==> config.mk <==
export PLATFORM = sky130hd
export DESIGN_NAME = rpi_status_tx
export DESIGN_NICKNAME = d
export VERILOG_FILES = /design/src/rtl/rpi_status_tx.sv
export SDC_FILE = /design/constraint.sdc
export NUM_CORES = 1
export LEC_CHECK = 0
export BUFFER_PORTS_ARGS = -buffer_cell sky130_fd_sc_hd__buf_2
export CORE_ASPECT_RATIO = 1.4
export CORE_MARGIN = 10
export CORE_UTILIZATION = 30
export DETAILED_ROUTE_END_ITERATION = 8
export PLACE_DENSITY = 0.42
export SLEW_MARGIN = 40
export SYNTH_ARGS = -nofsm -noshare
export SYNTH_HDL_FRONTEND = slang
export SYNTH_SLANG_ARGS = --single-unit
==> constraint.sdc <==
create_clock -name Clk -period 3.35 [get_ports Clk]
set_input_delay 0.67 -clock Clk [delete_from_list [all_inputs] [get_ports Clk]]
set_output_delay 0.67 -clock Clk [all_outputs]
set_load 0.005 [all_outputs]
==> src/rtl/rpi_status_tx.sv <==
// UART status transmitter towards the Raspberry Pi.
// Sends A5, coins, score hi/lo, status and an XOR checksum as 8N1 bytes.
module rpi_status_tx #(
    parameter int CLKS_PER_BIT = 434
) (
    input  logic        Clk,
    input  logic        Reset,
    input  logic        Send,
    input  logic [7:0]  Coins,
    input  logic [15:0] Score,
    input  logic [7:0]  Status,
    output logic        Busy,
    output logic        Done,
    output logic        Tx_Serial
);

    localparam int CW = $clog2(CLKS_PER_BIT);
    localparam logic [CW-1:0] CNT_MAX = CW'(CLKS_PER_BIT - 1);
    localparam logic [7:0] SYNC = 8'hA5;

    typedef enum logic [2:0] {
        IDLE,
        START,
        DATA,
        STOP,
        DONE
    } state_t;

    state_t          state_q, state_n;
    logic [CW-1:0]   cnt_q, cnt_n;
    logic [2:0]      bit_q, bit_n;
    logic [2:0]      byte_q, byte_n;
    logic [7:0]      shift_q, shift_n;
    logic [4:0][7:0] hold_q, hold_n;
    logic            tx_n, busy_n, done_n;
    logic            bit_end;
    logic [7:0]      cur_byte;

    assign bit_end = (cnt_q == CNT_MAX);

    always_comb begin
        cur_byte = SYNC;
        unique case (byte_q)
            3'd1:    cur_byte = hold_q[0];
            3'd2:    cur_byte = hold_q[1];
            3'd3:    cur_byte = hold_q[2];
            3'd4:    cur_byte = hold_q[3];
            3'd5:    cur_byte = hold_q[4];
            default: cur_byte = SYNC;
        endcase
    end

    always_comb begin
        state_n = state_q;
        cnt_n   = cnt_q;
        bit_n   = bit_q;
        byte_n  = byte_q;
        shift_n = shift_q;
        hold_n  = hold_q;
        unique case (state_q)
            IDLE, DONE: begin
                state_n = IDLE;
                if (Send) begin
                    hold_n[0] = Coins;
                    hold_n[1] = Score[15:8];
                    hold_n[2] = Score[7:0];
                    hold_n[3] = Status;
                    hold_n[4] = Coins ^ Score[15:8] ^ Score[7:0] ^ Status;
                    byte_n    = 3'd0;
                    cnt_n     = '0;
                    state_n   = START;
                end
            end
            START: begin
                cnt_n = cnt_q + 1'b1;
                if (bit_end) begin
                    cnt_n   = '0;
                    bit_n   = 3'd0;
                    shift_n = cur_byte;
                    state_n = DATA;
                end
            end
            DATA: begin
                cnt_n = cnt_q + 1'b1;
                if (bit_end) begin
                    cnt_n = '0;
                    if (bit_q == 3'd7) begin
                        state_n = STOP;
                    end else begin
                        bit_n   = bit_q + 1'b1;
                        shift_n = shift_q >> 1;
                    end
                end
            end
            STOP: begin
                cnt_n = cnt_q + 1'b1;
                if (bit_end) begin
                    cnt_n = '0;
                    if (byte_q < 3'd5) begin
                        byte_n  = byte_q + 1'b1;
                        state_n = START;
                    end else begin
                        state_n = DONE;
                    end
                end
            end
            default: state_n = IDLE;
        endcase
    end

    // Outputs are decoded from the next state so they come straight off flops.
    always_comb begin
        tx_n   = 1'b1;
        busy_n = 1'b0;
        done_n = 1'b0;
        unique case (state_n)
            START: begin
                tx_n   = 1'b0;
                busy_n = 1'b1;
            end
            DATA: begin
                tx_n   = shift_n[0];
                busy_n = 1'b1;
            end
            STOP:    busy_n = 1'b1;
            DONE:    done_n = 1'b1;
            default: tx_n   = 1'b1;
        endcase
    end

    always_ff @(posedge Clk) begin
        if (Reset) begin
            state_q   <= IDLE;
            cnt_q     <= '0;
            bit_q     <= '0;
            byte_q    <= '0;
            shift_q   <= '0;
            hold_q    <= '0;
            Tx_Serial <= 1'b1;
            Busy      <= 1'b0;
            Done      <= 1'b0;
        end else begin
            state_q   <= state_n;
            cnt_q     <= cnt_n;
            bit_q     <= bit_n;
            byte_q    <= byte_n;
            shift_q   <= shift_n;
            hold_q    <= hold_n;
            Tx_Serial <= tx_n;
            Busy      <= busy_n;
            Done      <= done_n;
        end
    end

endmodule
# --- Yosys cells after proc, flatten, opt, wreduce, memory -nomap -nowiden ---
# Cells that the tools add are included.
op_classes:
  n_eq_ne: 21
  n_reduce_logical: 11
  add_sub_neg: 3
  bitwise_logic: 3
  magnitude_cmp: 1
  n_mux: 26
ops:
  columns: ["operator", "n"]
  rows:
  - ["one-hot mux 8 bit (5 select lines)", 1]
  - ["two-way mux 3 bit", 11]
  - ["two-way mux 8 bit", 3]
  - ["XOR 8 bit", 3]
  - ["== test 3 x 2 -> 1 bit (second input constant)", 6]
  - ["two-way mux 9 bit", 2]
  - ["one-hot mux 9 bit (2 select lines)", 1]
  - ["one-hot mux 8 bit (2 select lines)", 1]
  - ["== test 3 bit (second input constant)", 5]
  - ["!= test 2 bit (second input constant)", 6]
  - ["one-hot mux 3 bit (2 select lines)", 2]
  - ["one-hot mux 3 bit (4 select lines)", 1]
  - ["adder 9 x 1 -> 9 bit (second input constant)", 1]
  - ["== test 3 x 1 -> 1 bit (second input constant)", 3]
  - ["== test 9 bit (second input constant)", 1]
  - ["AND reduction 4 bit", 2]
  - ["adder 3 x 1 -> 3 bit (second input constant)", 2]
  - ["nonzero test 2 bit", 3]
  - ["OR reduction 3 bit", 2]
  - ["AND reduction 2 bit", 2]
  - ["zero test 3 bit", 1]
  - ["less-than comparator 3 bit (second input constant)", 1]
  - ["two-way mux 1 bit", 3]
  - ["one-hot mux 1 bit (2 select lines)", 1]
  - ["OR reduction 2 bit", 1]
totals:
  inputBits: 35
  reg_bits: 69
  output_inout_bits: 3
  wordCells: 79

# --- Longest topological paths before layout ---
logic_depth:
  ltp_word: 7
  ltp_mapped: 9
  ltp_nobuf: 7

# --- Least setup slack after synthesis ---
# OpenSTA, ideal clock, no wires.
synth_timing:
  kind: "flip-flop to flip-flop"
  from: "register byte_q[2]"
  to: "register Tx_Serial"
  stages_incl_launch_ff: 9
  required_time_ns: 3.221
  arrival_ns: 1.808
  n_path_buf: 2
  setup_ns: 0.129
  period_less_slack_ns: 1.937
  setup_slack_ns: 1.413
  path_cell_list: "dfxtp_1 -> buf_4 -> clkinv_1 -> ha_1 -> clkbuf_2 -> a32o_1 -> o311a_1 -> a221oi_2 -> a31oi_1"
synth_via:
  elab_chain_cells: 6
  word_cells_on_any_way: 15
  classes_between: "order compare (1); eq/ne (7); mux (7)"
synth_rtl:
  columns: ["item", "line_no", "source"]
  rows:
  - ["from (decl)", "32", "logic [2:0] byte_q, byte_n;"]
  - ["from (signal assigned)", "146", "byte_q <= byte_n;"]
  - ["less-than comparator 3 bit", "99", "if (byte_q < 3'd5) begin"]
  - ["two-way mux 3 bit", "99", null]
  - ["two-way mux 3 bit", "97", "if (bit_end) begin"]
  - ["one-hot mux 3 bit (4 select lines)", "60", "unique case (state_q)"]
  - ["== test 3 x 2 -> 1 bit / == test 3 x 1 -> 1 bit (equally long branches)", "116", "unique case (state_n)"]
  - ["one-hot mux 1 bit (2 select lines) (*)", "116", null]
  - ["to (signal assigned)", "149", "Tx_Serial <= tx_n;"]
  - ["to (decl)", "14", "output logic Tx_Serial"]
# Mark *: on every way between the ends. The rest lies on a longest branch, timed or not. The select of a mux whose other input is x is not followed.
# A chain may end at the register's enable or synchronous reset.

# --- Worst setup path after layout ---
layout_timing:
  from: "register byte_q[0]"
  to: "register Tx_Serial"
# The elaborated chain is that of the path after synthesis.

==> impl_metrics.tcl <==
set metrics [dict create \
    synth_commonest_cells "88 x nand2_1, 69 x dfxtp_1, 50 x a21oi_1" \
    grt_usage_pct 11.1 \
    synth_ff_type "dfxtp_1" \
    clock_path_buffers 2 \
    min_from "hold_q[18]$_SDFFE_PP0P_" \
    yosys_warnings 0 \
    drtIter0Drc 153 \
    hp-class "flop to flop" \
    cts_tree "done" \
    gp_congestion 0.765 \
    cts_buffers 9 \
    grt_setup_unrepaired "no" \
    die_y_um 147 \
    vias 2951 \
    r2r_end "Tx_Serial$_SDFF_PP1_" \
    status "complete, no violations" \
    r2r_slack_ps 1220 \
    arrival_ps 2340 \
    syn_inst 414 \
    skew_ps 5.19 \
    ys_top_cells_by_area "dfxtp_1 40%, nand2_1 9.6%, a21oi_1 7.3%, xnor2_1 6.1%, ha_1 3.3%" \
    worstPathRequired_ps 3560 \
    hold_viol_final 0 \
    antenna_cells 0 \
    yosysSeqAreaShare_pct 40.1 \
    fmax_ghz 0.468 \
    maxCapViolations 0 \
    crit_type "flop to flop" \
    cts_sinks 69 \
    ir_drop_mv 0.232 \
    cp-start-kind "flop" \
    grt_max_degree 66 \
    hold_depth 2 \
    initial_utilization_pct 30.6 \
    grt.overflow.total 0 \
    grt_pass1_vias 3004 \
    holdPathEnd "hold_q[18]$_SDFFE_PP0P_" \
    dp.cells 573 \
    area_growth_pct 17.7 \
    finalCriticalPeriod_ps 2130 \
    cts_root_buf "clkbuf_16" \
    place_area_um2 3710 \
    worstMarginPinSlew_ps 744 \
    timing.final.crit_share_pct 63.7 \
    layout-drive-gt1-share_pct 16.9 \
    fin_nets 484 \
    end_kind "flop" \
    regToRegStartpoint "byte_q[0]$_SDFFE_PP0P_" \
    finalSetupViolations 0 \
    wirelength_um 8930 \
    syn_area_um2 3450 \
    num_rows 46 \
    post-cts-setup-buffers 0 \
    reg2reg_depth 6 \
    p_leak_uw 0.00147 \
    synth_top_area_share_pct 40.1 \
    ys_types 59 \
    ant_nets 0 \
    post_cts_resized 0 \
    syn_nets 458 \
    num-fill-cells 1237 \
    vias_per_cell 5.02 \
    yosys.area.top_type "dfxtp_1" \
    p_per_area_nw_per_um2 536 \
    maxSlewViolCount 0 \
    grt_pass1_wl_um 15000 \
    async_reset_ff_share_pct 0 \
    core_region_area_um2 11300 \
    relSlewSlack_pct 50.4 \
    synth_edf_count 0 \
    clk_pin_slew_ps 50 \
    clkLatencyLatePin_ps 330 \
    antenna_found_initial 0 \
    die_x_um 111 \
    dr.pass1.iters 5 \
    routedWlPerCell_um 15.2 \
    syn_avg_cell_area_um2 8.33 \
    die_area_um2 16200 \
    port_buffers 37 \
    synth_most_common_cell "nand2_1" \
    h-tree-depth 3 \
    tns_ps 0 \
    cts_hold_buf 0 \
    final_area_um2 4060 \
    hpwl_um 6310 \
    ys_ff_latch 69 \
    route.detailed.drc 0 \
    num_io_pins 38 \
    crit_fanout 17 \
    instances_no_fill 588 \
]
==> area by class of cell <==
cell class,instances,area (um^2),share of cell area (%)
multi-input combinational,311,1900,46.9
tap,144,180,4.44
clock buffer,11,253,6.23
inverter,7,26.3,0.647
timing repair buffer,42,220,5.43
sequential,69,1380,34.0
clock inverter,4,95.1,2.34
==> flip-flops by register name (all words and copies together) (netlist names) <==
name and count:
Busy 1, Tx_Serial 1, shift_q 8, Done 1, state_q 3, hold_q 40, byte_q 3, cnt_q 9
bit_q 3
==> layout by cell type (no fill, tap or decap), types with 2 or more instances in the layout <==
master	instances
nand2_1	88
dfxtp_1	69
a21oi_1	50
buf_2	38
nor2_1	30
xnor2_1	24
o21ai_0	15
a22oi_1	14
ha_1	9
clkbuf_16	9
a211oi_1	8
a221oi_1	8
inv_1	6
nor4_1	4
nand3_1	4
and3_1	4
buf_4	4
a311oi_1	3
a32oi_1	3
a311o_1	3
nand3b_1	3
bufinv_16	3
nor2_2	2
nand2b_1	2
o21ai_1	2
nor3_1	2
o211ai_1	2
o22ai_1	2
clkbuf_8	2
==> cells by family (layout without fill, tap and decap cells) <==
kind of cell	count (synthesis)	after routing	share of synthesized area (%)
xor+xnor	24	24	6.10
flops	69	69	40.1
fa+ha+maj	9	9	3.27
buf+inv	34	64	4.72
simple gates	154	154	21.9
compound gates	124	124	24.0
==> layer usage <==
metal / wire length (um) / global-route usage [%]
met5: 0 / 0
met4: 156 / 6.27
met2: 4470 / 18.8
met3: 141 / 1.71
met1: 4160 / 13.0
==> per-stage QoR <==
step / power (uW) / hold slack (ps) / utilization (%) / worst slack (ps)
2_1_floorplan: 1030 / 432 / - / 1410
3_3_place_gp: 1100 / 445 / 32.9 / 1140
3_5_place_dp: 1100 / 447 / 32.9 / 1120
4_1_cts: 2210 / 455 / 36.0 / 1180
5_1_grt: 2260 / 480 / 36.0 / 1000
6_report: 2180 / 453 / 36.0 / 1220
==> worst max-delay path by stage <==
stage | slack [ps] | end | depth (start not counted) | start
after global placement | 1140 | hold_q[36]$_SDFFE_PP0P_ | 5 | Send
after detailed placement | 1120 | hold_q[35]$_SDFFE_PP0P_ | 5 | Send
after global routing | 1000 | Tx_Serial$_SDFF_PP1_ | 6 | byte_q[0]$_SDFFE_PP0P_
after floorplan | 1410 | Tx_Serial$_SDFF_PP1_ | 8 | byte_q[2]$_SDFFE_PP0P_
final | 1220 | Tx_Serial$_SDFF_PP1_ | 6 | byte_q[0]$_SDFFE_PP0P_
after CTS | 1180 | Tx_Serial$_SDFF_PP1_ | 6 | byte_q[0]$_SDFFE_PP0P_
==> worst max-delay path: stages (launching register included) <==
cell and delay [ps]:
dfxtp_1 430, ha_1 620, a211o_1 200, a21oi_2 70
o311a_1 370, a221oi_2 220, a31oi_1 110
==> power by group <==
group	leakage (uW)	switching [uW]	total (uW)	internal, uW
Combinational	0.000738	109	188	78.5
Clock	0.000172	341	1100	762
Sequential	0.000564	26.7	886	859
(Power assumes the default switching activity.)
